--- src/rtl/stopwatch_pkg.sv ---
// Shared definitions for the stopwatch control slice: FSM encoding,
// BCD digit limits and the default centisecond prescaler divide.
package stopwatch_pkg;

  typedef enum logic [1:0] {
    CLEARED = 2'd0,
    RUNNING = 2'd1,
    STOPPED = 2'd2
  } state_t;

  localparam logic [3:0] DIGIT_MAX    = 4'd9;
  localparam logic [3:0] SEC_TENS_MAX = 4'd5;

  // 100 MHz clock / 1_000_000 = 100 Hz centisecond tick
  localparam int DEFAULT_TICK_DIVIDE = 1_000_000;

  // Digit order, least significant first: cs_ones, cs_tens, sec_ones, sec_tens
  localparam int NUM_DIGITS = 4;

  // Highest legal value of a digit position; only the seconds-tens digit stops at 5
  function automatic logic [3:0] digit_limit(input int idx);
    return (idx == NUM_DIGITS - 1) ? SEC_TENS_MAX : DIGIT_MAX;
  endfunction

endpackage

--- src/rtl/stopwatch_control_if.sv ---
// Button/display bundle between the debouncers, the stopwatch control
// stage and the display multiplexer.
interface stopwatch_control_if;
  logic        StartStop;
  logic        Clear;
  logic        Running;
  logic        Tick;
  logic [15:0] Digits;

  // Driver side: supplies button levels, observes time and status
  modport master (
    output StartStop,
    output Clear,
    input  Running,
    input  Tick,
    input  Digits
  );

  // Stopwatch control side
  modport slave (
    input  StartStop,
    input  Clear,
    output Running,
    output Tick,
    output Digits
  );
endinterface

--- src/rtl/bcd_time_counter.sv ---
// Four-digit BCD time counter SS.CC (00.00 - 59.99) advanced by the
// centisecond tick; Clear has priority over Tick and zeroes every digit.
module bcd_time_counter
  import stopwatch_pkg::*;
(
  input  logic        CLOCK,
  input  logic        Reset,
  input  logic        Clear,
  input  logic        Tick,
  output logic [15:0] Digits
);

  // carry[gi] = increment request into digit gi
  logic [NUM_DIGITS-1:0] carry;

  assign carry[0] = Tick;

  genvar gi;
  generate
    for (gi = 0; gi < NUM_DIGITS; gi++) begin : g_digit
      localparam logic [3:0] LIMIT = digit_limit(gi);

      logic [3:0] digit_q;
      logic       at_limit;

      // ">=" rather than "==" so an out-of-range value wraps instead of sticking
      assign at_limit = (digit_q >= LIMIT);

      if (gi < NUM_DIGITS - 1) begin : g_carry
        assign carry[gi+1] = carry[gi] & at_limit;
      end

      // Digit register: clear, or step and wrap at this position's limit
      always_ff @(posedge CLOCK) begin
        if (Reset || Clear) begin
          digit_q <= 4'd0;
        end else if (carry[gi]) begin
          digit_q <= at_limit ? 4'd0 : digit_q + 4'd1;
        end
      end

      assign Digits[4*gi +: 4] = digit_q;
    end
  endgenerate

endmodule

--- src/rtl/stopwatch_control.sv ---
// Stopwatch control stage: button press detection, CLEARED/RUNNING/STOPPED
// FSM, centisecond prescaler and the BCD time counter it drives.
module stopwatch_control
  import stopwatch_pkg::*;
#(
  parameter int TICK_DIVIDE = DEFAULT_TICK_DIVIDE
) (
  input  logic               CLOCK,
  input  logic               Reset,
  stopwatch_control_if.slave bus
);

  localparam int                  PRESC_W    = $clog2(TICK_DIVIDE);
  localparam logic [PRESC_W-1:0]  PRESC_LAST = PRESC_W'(TICK_DIVIDE - 1);

  logic               ss_prev_q;
  logic               clr_prev_q;
  logic               ss_press;
  logic               clr_press;
  state_t             state_q;
  state_t             state_d;
  logic               running_q;
  logic [PRESC_W-1:0] presc_q;
  logic [PRESC_W-1:0] presc_d;
  logic               tick;
  logic               clear_digits;

  // Previous button levels; reset high so a button held through reset is not a press
  always_ff @(posedge CLOCK) begin
    if (Reset) begin
      ss_prev_q  <= 1'b1;
      clr_prev_q <= 1'b1;
    end else begin
      ss_prev_q  <= bus.StartStop;
      clr_prev_q <= bus.Clear;
    end
  end

  assign ss_press  = bus.StartStop & ~ss_prev_q;
  assign clr_press = bus.Clear     & ~clr_prev_q;

  // Next-state decode; in STOPPED a Clear press beats a simultaneous Start/Stop
  always_comb begin
    state_d = state_q;
    unique case (state_q)
      CLEARED: if (ss_press) state_d = RUNNING;
      RUNNING: if (ss_press) state_d = STOPPED;
      STOPPED: begin
        if (clr_press)     state_d = CLEARED;
        else if (ss_press) state_d = RUNNING;
      end
      default: state_d = CLEARED;
    endcase
  end

  // FSM state register with registered Running output
  always_ff @(posedge CLOCK) begin
    if (Reset) begin
      state_q   <= CLEARED;
      running_q <= 1'b0;
    end else begin
      state_q   <= state_d;
      running_q <= (state_d == RUNNING);
    end
  end

  // Tick depends only on registered state, so it is glitch-free for one full cycle
  assign tick = (state_q == RUNNING) && (presc_q == PRESC_LAST);

  // Prescaler: counts while RUNNING (including the stop edge), holds when
  // STOPPED, zero whenever CLEARED is current or being entered
  always_comb begin
    presc_d = presc_q;
    if (state_d == CLEARED) begin
      presc_d = '0;
    end else if (state_q == RUNNING) begin
      presc_d = tick ? '0 : presc_q + PRESC_W'(1);
    end
  end

  // Prescaler register
  always_ff @(posedge CLOCK) begin
    if (Reset) begin
      presc_q <= '0;
    end else begin
      presc_q <= presc_d;
    end
  end

  // Digits zero on the same edge the FSM enters CLEARED
  assign clear_digits = (state_d == CLEARED);

  bcd_time_counter u_time_counter (
    .CLOCK  (CLOCK),
    .Reset  (Reset),
    .Clear  (clear_digits),
    .Tick   (tick),
    .Digits (bus.Digits)
  );

  assign bus.Running = running_q;
  assign bus.Tick    = tick;

endmodule

--- src/flat_wrapper.sv ---
// flat-port wrapper written by rule: the top's interface ports become plain ports
module stopwatch_control_flat import stopwatch_pkg::*;
#(
  parameter int TICK_DIVIDE = DEFAULT_TICK_DIVIDE
)
  (CLOCK, Reset, bus_StartStop, bus_Clear, bus_Running, bus_Tick, bus_Digits);
  stopwatch_control_if bus_i ();
  input  logic CLOCK;
  input  logic Reset;
  input wire logic [$bits(bus_i.StartStop)-1:0] bus_StartStop;
  input wire logic [$bits(bus_i.Clear)-1:0] bus_Clear;
  output wire logic [$bits(bus_i.Running)-1:0] bus_Running;
  output wire logic [$bits(bus_i.Tick)-1:0] bus_Tick;
  output wire logic [$bits(bus_i.Digits)-1:0] bus_Digits;
  assign bus_i.StartStop = bus_StartStop;
  assign bus_i.Clear = bus_Clear;
  assign bus_Running = bus_i.Running;
  assign bus_Tick = bus_i.Tick;
  assign bus_Digits = bus_i.Digits;
  stopwatch_control #(.TICK_DIVIDE(TICK_DIVIDE)) u_core (.CLOCK(CLOCK), .Reset(Reset), .bus(bus_i));
endmodule
--- config.mk ---
export PLATFORM = sky130hd
export DESIGN_NAME = stopwatch_control_flat
export DESIGN_NICKNAME = d
export VERILOG_FILES = /design/src/rtl/stopwatch_pkg.sv /design/src/rtl/stopwatch_control_if.sv /design/src/rtl/bcd_time_counter.sv /design/src/rtl/stopwatch_control.sv /design/src/flat_wrapper.sv
export SDC_FILE = /design/constraint.sdc
export NUM_CORES = 1
export LEC_CHECK = 0
export BUFFER_PORTS_ARGS = -buffer_cell sky130_fd_sc_hd__buf_2
export CAP_MARGIN = 15
export CORE_UTILIZATION = 40
export CTS_CLUSTER_DIAMETER = 120
export CTS_CLUSTER_SIZE = 30
export DETAILED_ROUTE_END_ITERATION = 8
export MAX_ROUTING_LAYER = met4
export PLACE_DENSITY = 0.57
export REMOVE_ABC_BUFFERS = 1
export SLEW_MARGIN = 10
export SYNTH_ARGS = -nofsm -noshare
export SYNTH_HDL_FRONTEND = slang
export SYNTH_SLANG_ARGS = --single-unit
--- constraint.sdc ---
create_clock -name CLOCK -period 2.4 [get_ports CLOCK]
set_clock_uncertainty 0.05 [all_clocks]
set_input_delay 0.6 -clock CLOCK [delete_from_list [all_inputs] [get_ports CLOCK]]
set_output_delay 0.6 -clock CLOCK [all_outputs]
set_load 0.05 [all_outputs]
# After elaboration in Yosys (flattened, before gate mapping)
# Index checks and enable logic that the tools add are counted.
dict set report word_totals {
  reg_bits 41
  input_bits 4
  output_inout_bits 18
  elab_cells 43
}
dict set report classes {
  addsub 5
  magnitude_cmp 4
  eq_ne 4
  n_mux 9
  bitwise 7
  n_reduce_logical 5
}
# operator n
set op_table {}
lappend op_table {{20-bit by 1-bit adder with 20-bit output, second input constant} 1}
lappend op_table {{20-bit == test, second input constant} 1}
lappend op_table {{20-bit two-way mux} 1}
lappend op_table {{4-bit by 1-bit adder with 4-bit output, second input constant} 4}
lappend op_table {{4-bit two-way mux} 4}
lappend op_table {{4-bit >= comparator, second input constant} 3}
lappend op_table {{2-bit two-way mux} 3}
lappend op_table {{2-bit case mux with 3 select lines} 1}
lappend op_table {{1-bit bitwise AND} 5}
lappend op_table {{2-bit by 1-bit == test with 1-bit output, second input constant} 2}
lappend op_table {{4-bit by 3-bit >= comparator with 1-bit output, second input constant} 1}
lappend op_table {{2-bit logical NOT} 2}
lappend op_table {{2-bit == test, second input constant} 1}
lappend op_table {{1-bit inverter} 2}
lappend op_table {{2-bit OR reduction} 1}
lappend op_table {{1-bit logical AND} 1}
lappend op_table {{1-bit logical OR} 1}

# Depth between registers and ports, before layout
# Gate-level depths: netlist of the first run.
dict set report logic_depth {
  word_depth 7
  depth_mapped 8
  mapped_depth_nobuf 7
}

# By module
# From an unflattened synthesis of the first run, not the netlist that was laid out.
dict set report hier_totals {
  hier_cells 248
  area_unflattened_um2 2182.1
}
# mod instances cells_each area_each_um2 seq_area_each_um2
set by_module_without_submodules {}
lappend by_module_without_submodules {stopwatch_control 1 138 1248.7 500.5}
lappend by_module_without_submodules {bcd_time_counter 1 110 933.4 320.3}

# Least setup slack after synthesis of the first run
# No wires, ideal clock.
dict set report synth_timing {
  kind {flip-flop to output port}
  startpoint {register u_core.presc_q[8]}
  endpoint {output bus_Tick}
  arrival_ns 1.663
  path_slack_ns 0.087
  path_stages_with_launch 4
  n_path_buf 0
  cell_sequence {dfxtp_1 -> nor4b_2 -> nand4_2 -> nor2_1}
}
dict set report synth_via {
  elab_chain_cells 2
}
# element line_no
set synth_lines {}
lappend synth_lines {{from (decl)} stopwatch_control.sv:23} ;# logic [PRESC_W-1:0] presc_q;
lappend synth_lines {{from (signal assigned)} stopwatch_control.sv:86} ;# presc_q <= presc_d;
lappend synth_lines {{20-bit == test} stopwatch_control.sv:68} ;# assign tick = (state_q == RUNNING) && (presc_q == PRESC_LAST);
lappend synth_lines {{1-bit logical AND} stopwatch_control.sv:68}
lappend synth_lines {{to (decl)} flat_wrapper.sv:13} ;# output wire logic [$bits(bus_i.Tick)-1:0] bus_Tick;
# No other way between the ends.

# Worst setup path in the final report of the first run
# Ends and elaborated chain as after synthesis.

==> run summary, run 1 <==
CTS root buffer - clkbuf_8
Worst VDD drop - 0.267 mV
Buffers & Inverters on Critical Path - 1
Clock latency on the worst-skew pair - 300 ps
Drt total wl - 3880 microns
Most common cell after layout, fill and taps aside - dfxtp_1
YS warnings - 0
Status - finished, final reports clean
Avg Vias per Cell - 4.91
Area grow syn2layout - 18.0%
Slew @ Worst Pin - 657 ps
Post-Layout Inst Area - 2400 sq um
First drt pass iteration count - 4
Critical path peak fanout - 6
Hold Path Class - reg -> reg
Initial antenna violation count - 0
Top_reg_cell synth - dfxtp_1
Placed Cells - 324
Pre-CTS setup slack - 172 ps
Rel. slew slack - 0.558
H-tree depth - 2
Final hold viol count - 0
Gpl congestion - 0.782
CTS tree - built
Seq cells post-synth - 41
Global-route wire length before repair - 6670 microns
Unrepaired setup endpoints after global routing - false
Fill count - 484
Slowest-stage cell, CP - dfxtp_1
Fin util - 0.498
Io pins - 22
Hold_ws - 429 ps
Mean Syn Cell Area - 8.73 sq um
I/O Buffers - 21
Post-DP HPWL - 2780 microns
Unique masters post-synth - 42
Number of synthesized flops with an enable pin - 0
DRC - 0
WL per Instance - 11.6 microns
Crit-path max cell delay - 380 ps
Starting Density - 0.422
Capturing element type of the critical path - output pin
Fmax - 0.442 GHz
1st-iter DRT viols - 101
Min Tclk post-route - 2260 ps
Clock transition at path regs - 80 ps
Chip width - 73.3 microns
Asr flop ratio synth - 0
Max cap viols - 0
Final TNS setup - 0 ps
PnR worst setup slack - 136 ps
Cells after synthesis - 233
Core Box Area - 4820 sq um
N_diodes - 0
Critical-path cell list - nor4b_4 -> nand4_2 -> nor2_2 -> buf_4
Tot Pwr - 1.37 mW
Rows - 25
Final worst-path cycle share - 0.943
Fin nets - 282
Critical path's top delay family - simple AND/OR/NAND/NOR gates
Seq/Total Area, Yosys - 0.404
Static leakage - 0.997 nW
Die Y-Extent - 73.3 microns
Total die area - 5370 sq um
Dpl cell area - 2260 sq um
Largest net degree at the start of global routing - 19
Share of post-route cells with drive strength above 1 - 0.180
Via count - 1636
GRT Residual Overflow - 0
Endpoints failing setup - 0
Commonest non-fill, non-tap cells in the layout - dfxtp_1, nor2_1, buf_2
CTS max path bufs - 2
Sink Count - 41
Fin. max-slew vios - 0
Num CTS Buffers - 5
Critical path required time - 1750 ps
Vias in the first global route - 1523
Total track usage - 0.167
Non-filler cells in the finished layout - 333
Worst setup SP type - flop
CP arrival - 1610 ps
Mapped Area - 2030 sq um
Power Dens Cells - 570 nW/um^2
CP Class - reg -> out
Antenna-violating nets left - 0
[cells by family after synthesis]
kind of cell    after synthesis  share of synthesized area
simple gates                114                      0.300
flops                        41                      0.404
xor+xnor                     22                     0.0948
compound gates               20                     0.0622
buf+inv                      18                     0.0338
fa+ha+maj                    13                     0.0800
mux                           5                     0.0252
[where the power goes]
| part | internal (mW) | switching [mW] |
|---|---|---|
| sequential | 0.688 | 0.00708 |
| combinational | 0.0312 | 0.0615 |
| clock | 0.339 | 0.240 |
[worst min-delay path: cells and delay by family (launching register included)]
family        cells  cell delay (ps)
flops             1              330
simple gates      1               60
mux               1               50
[timing repair]
action	in CTS	in global routing
cloned	0	0
hold buffers	0	0
pin swaps	0	1
buffers inserted	0	1
setup endpoints to repair	1	1
gates resized for setup	1	2
[synth_stat cells, types with 5 or more instances]
| cell | instances | area share |
|---|---|---|
| a21oi_1 | 8 | 0.020 |
| xor2_1 | 14 | 0.060 |
| nand2_1 | 18 | 0.033 |
| ha_1 | 13 | 0.080 |
| and3_1 | 8 | 0.025 |
| dfxtp_1 | 41 | 0.40 |
| nand4_1 | 5 | 0.015 |
| nor2_1 | 36 | 0.066 |
| nand3_1 | 15 | 0.037 |
| inv_1 | 13 | 0.024 |
| xnor2_1 | 8 | 0.034 |
[sequential cells by signal (all words and copies together) (netlist names)]
signal,count
u_core.bus.Running,1
u_core.clr_prev_q,1
u_core.presc_q,20
u_core.ss_prev_q,1
u_core.state_q,2
u_core.u_time_counter.g_digit.digit_q,16
[cell type report]
class / count / area [sq um] / share of cell area
Clock buffer: 7 / 86.3 / 0.0360
Clock inverter: 1 / 30.0 / 0.0125
Inverter: 13 / 48.8 / 0.0203
Multi-Input combinational cell: 174 / 1150 / 0.481
Sequential cell: 41 / 821 / 0.342
Tap cell: 67 / 83.8 / 0.0349
Timing Repair Buffer: 30 / 175 / 0.0730
[metal layers]
layer | part of all wire | routed length [microns] | global-route usage | up-vias
li1 | - | - | - | 859
met1 | 0.49 | 1920 | 0.205 | 747
met2 | 0.46 | 1770 | 0.259 | 23
met3 | 0.028 | 110 | 0.0370 | 7
met4 | 0.019 | 74 | 0.0833 | 0
met5 | 0 | 0 | - | -
[path summary, 6_finish.rpt]
| kind | from | to | slack (ps) | cells past startpoint |
|---|---|---|---|---|
| worst max-delay path | u_core.presc_q[8] | bus_Tick | 140 | 4 |
| worst min-delay path | u_core.u_time_counter.g_digit[3].digit_q[3] | u_core.u_time_counter.g_digit[3].digit_q[3] | 430 | 2 |
| worst min register to register | u_core.u_time_counter.g_digit[3].digit_q[3] | u_core.u_time_counter.g_digit[3].digit_q[3] | 430 | 2 |
| worst max register to register | u_core.presc_q[8] | u_core.u_time_counter.g_digit[2].digit_q[0] | 180 | 5 |
Power figures use the tool's default switching activity.
==> run 2, diff against run 1 <==
CORE_UTILIZATION = 50   (was 40)
CTS_CLUSTER_DIAMETER = default   (was 120)
PLACE_DENSITY = 0.69   (was 0.57)
==> run 2 against run 1 <==
Count of clock-buffer cells in the layout down 2; maximum frequency down 0.68%; sequential share of layout area up 0.75 points; highest routed layer unchanged; final area down 2.1%; routed wire length down 6.7%; largest cell class unchanged; power down 0.73%; flip-flop and latch count unchanged; global-route usage up 3.0 points; sequential power about the same.
==> run summary, run 2 (synthesized netlist as in run 1, its figures left out) <==
Via count - 1634 (-0.12%)
Total track usage - 0.197 (+0.0301)
Starting Density - 0.539 (+0.117)
Vias in the first global route - 1410 (-7.4%)
CTS tree - built
Num CTS Buffers - 5 (unchanged)
Max reg flops - 20 (unchanged)
Antenna-violating nets left - 0 (unchanged)
Largest net degree at the start of global routing - 19 (unchanged)
Commonest non-fill, non-tap cells in the layout - dfxtp_1, nor2_1, buf_2
CTS max path bufs - 2 (unchanged)
H-tree depth - 2 (unchanged)
CP Class - reg -> out
Gpl congestion - 0.798 (+2.0%)
Crit path from - u_core.presc_q[12]
Chip width - 65.8 microns (-10%)
Clock latency on the worst-skew pair - 300 ps (about the same)
Min Tclk post-route - 2280 ps (+15.5 ps)
Fin. max-slew vios - 0 (unchanged)
Core Box Area - 3770 sq um (-22%)
Clock transition at path regs - 90 ps (about the same)
First drt pass iteration count - 4 (unchanged)
Static leakage - 0.982 nW (-1.5%)
N_diodes - 0 (unchanged)
Hold Crit Depth - 2 (unchanged)
Final worst-path cycle share - 0.950 (+0.00647)
Io pins - 22 (unchanged)
Met3 usage - 0.0414 (+0.00434)
Rel. slew slack - 0.552 (-0.00623)
Total die area - 4330 sq um (-19%)
Global-route wire length before repair - 6300 microns (-5.5%)
Fin nets - 280 (-0.71%)
Final TNS setup - 0 ps (unchanged)
Area grow syn2layout - 15.5%
Largest register by flop count - u_core.presc_q
Slew @ Worst Pin - 667 ps (+9.27 ps)
Worst R2R Path Depth - 5 (unchanged)
WL per Instance - 11.6 microns (-0.37%)
Rows - 22 (-12%)
I/O Buffers - 21 (unchanged)
Hold Path Class - reg -> reg
Post-DP HPWL - 2710 microns (-2.7%)
Share of post-route cells with drive strength above 1 - 0.174 (-0.00621)
Dpl cell area - 2230 sq um (-1.4%)
GRT Residual Overflow - 0 (unchanged)
Critical R2R Launch - u_core.presc_q[12]
Post-CTS Hold Buffers - 0 (unchanged)
Critical path peak fanout - 7 (+1)
Most common cell after layout, fill and taps aside - dfxtp_1
Worst setup SP type - flop
Capturing element type of the critical path - output pin
Post-Layout Inst Area - 2350 sq um (-2.1%)
Endpoints failing setup - 0 (unchanged)
Sink Count - 41 (unchanged)
Power Dens Cells - 578 nW/um^2 (+1.4%)
Drt total wl - 3620 microns (-6.7%)
Die Y-Extent - 65.8 microns (-10%)
Top Registers - u_core.presc_q (20), u_core.u_time_counter.g_digit.digit_q (16), u_core.state_q (2)
Status - finished, final reports clean
Final hold viol count - 0 (unchanged)
1st-iter DRT viols - 80 (-21%)
CP arrival - 1630 ps (+20 ps)
Avg Vias per Cell - 5.24 (+6.6%)
Worst VDD drop - 0.396 mV (+48%)
CTS root buffer - clkbuf_8
Min-delay src - u_core.u_time_counter.g_digit[3].digit_q[3]
Met1 Use GR - 0.241 (+0.0357)
Fmax - 0.439 GHz (-0.68%)
Unrepaired setup endpoints after global routing - false
Initial antenna violation count - 0 (unchanged)
Most Crowded Layer GR - met2
Max cap viols - 0 (unchanged)
Post-CTS Setup Bufs - 0 (unchanged)
Met2 Use GR - 0.304 (+0.0443)
Critical path required time - 1750 ps (about the same)
DRC - 0 (unchanged)
[run 2: where the power goes]
part	internal (mW)	total, mW	switching, mW
Combinational	0.0346	0.0995	0.0650
Clock	0.311	0.566	0.255
Sequential	0.688	0.692	0.00352
Total	1.03	1.36	0.323
[run 2: area by class of cell]
class,instances,area [sq um]
clock buffer,5,68.8
clock inverter,3,46.3
fill,341,1420
inverter,13,48.8
multi-input combinational,174,1140
sequential,41,821
tap,48,60.1
timing repair buffer,28,160
[run 2: repair_timing]
item	in CTS	in global routing
setup endpoints to repair	0	1
hold endpoints to repair	0	0
resized for setup	0	1
[run 2: critical path, cell delays in order (launching register included)]
cell and delay (ps):
dfxtp_1 360, nor4b_2 320, nand4_2 210, nor2_1 180, clkbuf_4 260
[run 2: per-stage QoR]
step           hold WS (ps)  cells  utilization  power (mW)  setup WS [ps]
4_1_cts                 437    312        0.622        1.37           74.8
6_report                433    312        0.623        1.36            121
3_5_place_dp            425    304        0.592       0.808            231
2_1_floorplan           408    228            -       0.770           86.8
5_1_grt                 432    312        0.623        1.41           14.0
3_3_place_gp            413    304        0.592       0.809            287
[run 2: final timing paths]
kind	slack, ps	end
worst max-delay path	120	bus_Tick
worst min-delay path	430	u_core.u_time_counter.g_digit[3].digit_q[3]
worst max register to register	230	u_core.u_time_counter.g_digit[2].digit_q[0]
worst min register to register	430	u_core.u_time_counter.g_digit[3].digit_q[3]
[run 2: routing by layer]
layer	vias up	share of wire
li1	853	-
met1	756	0.49
met2	19	0.46
met3	6	0.026
met4	0	0.021
met5	-	0
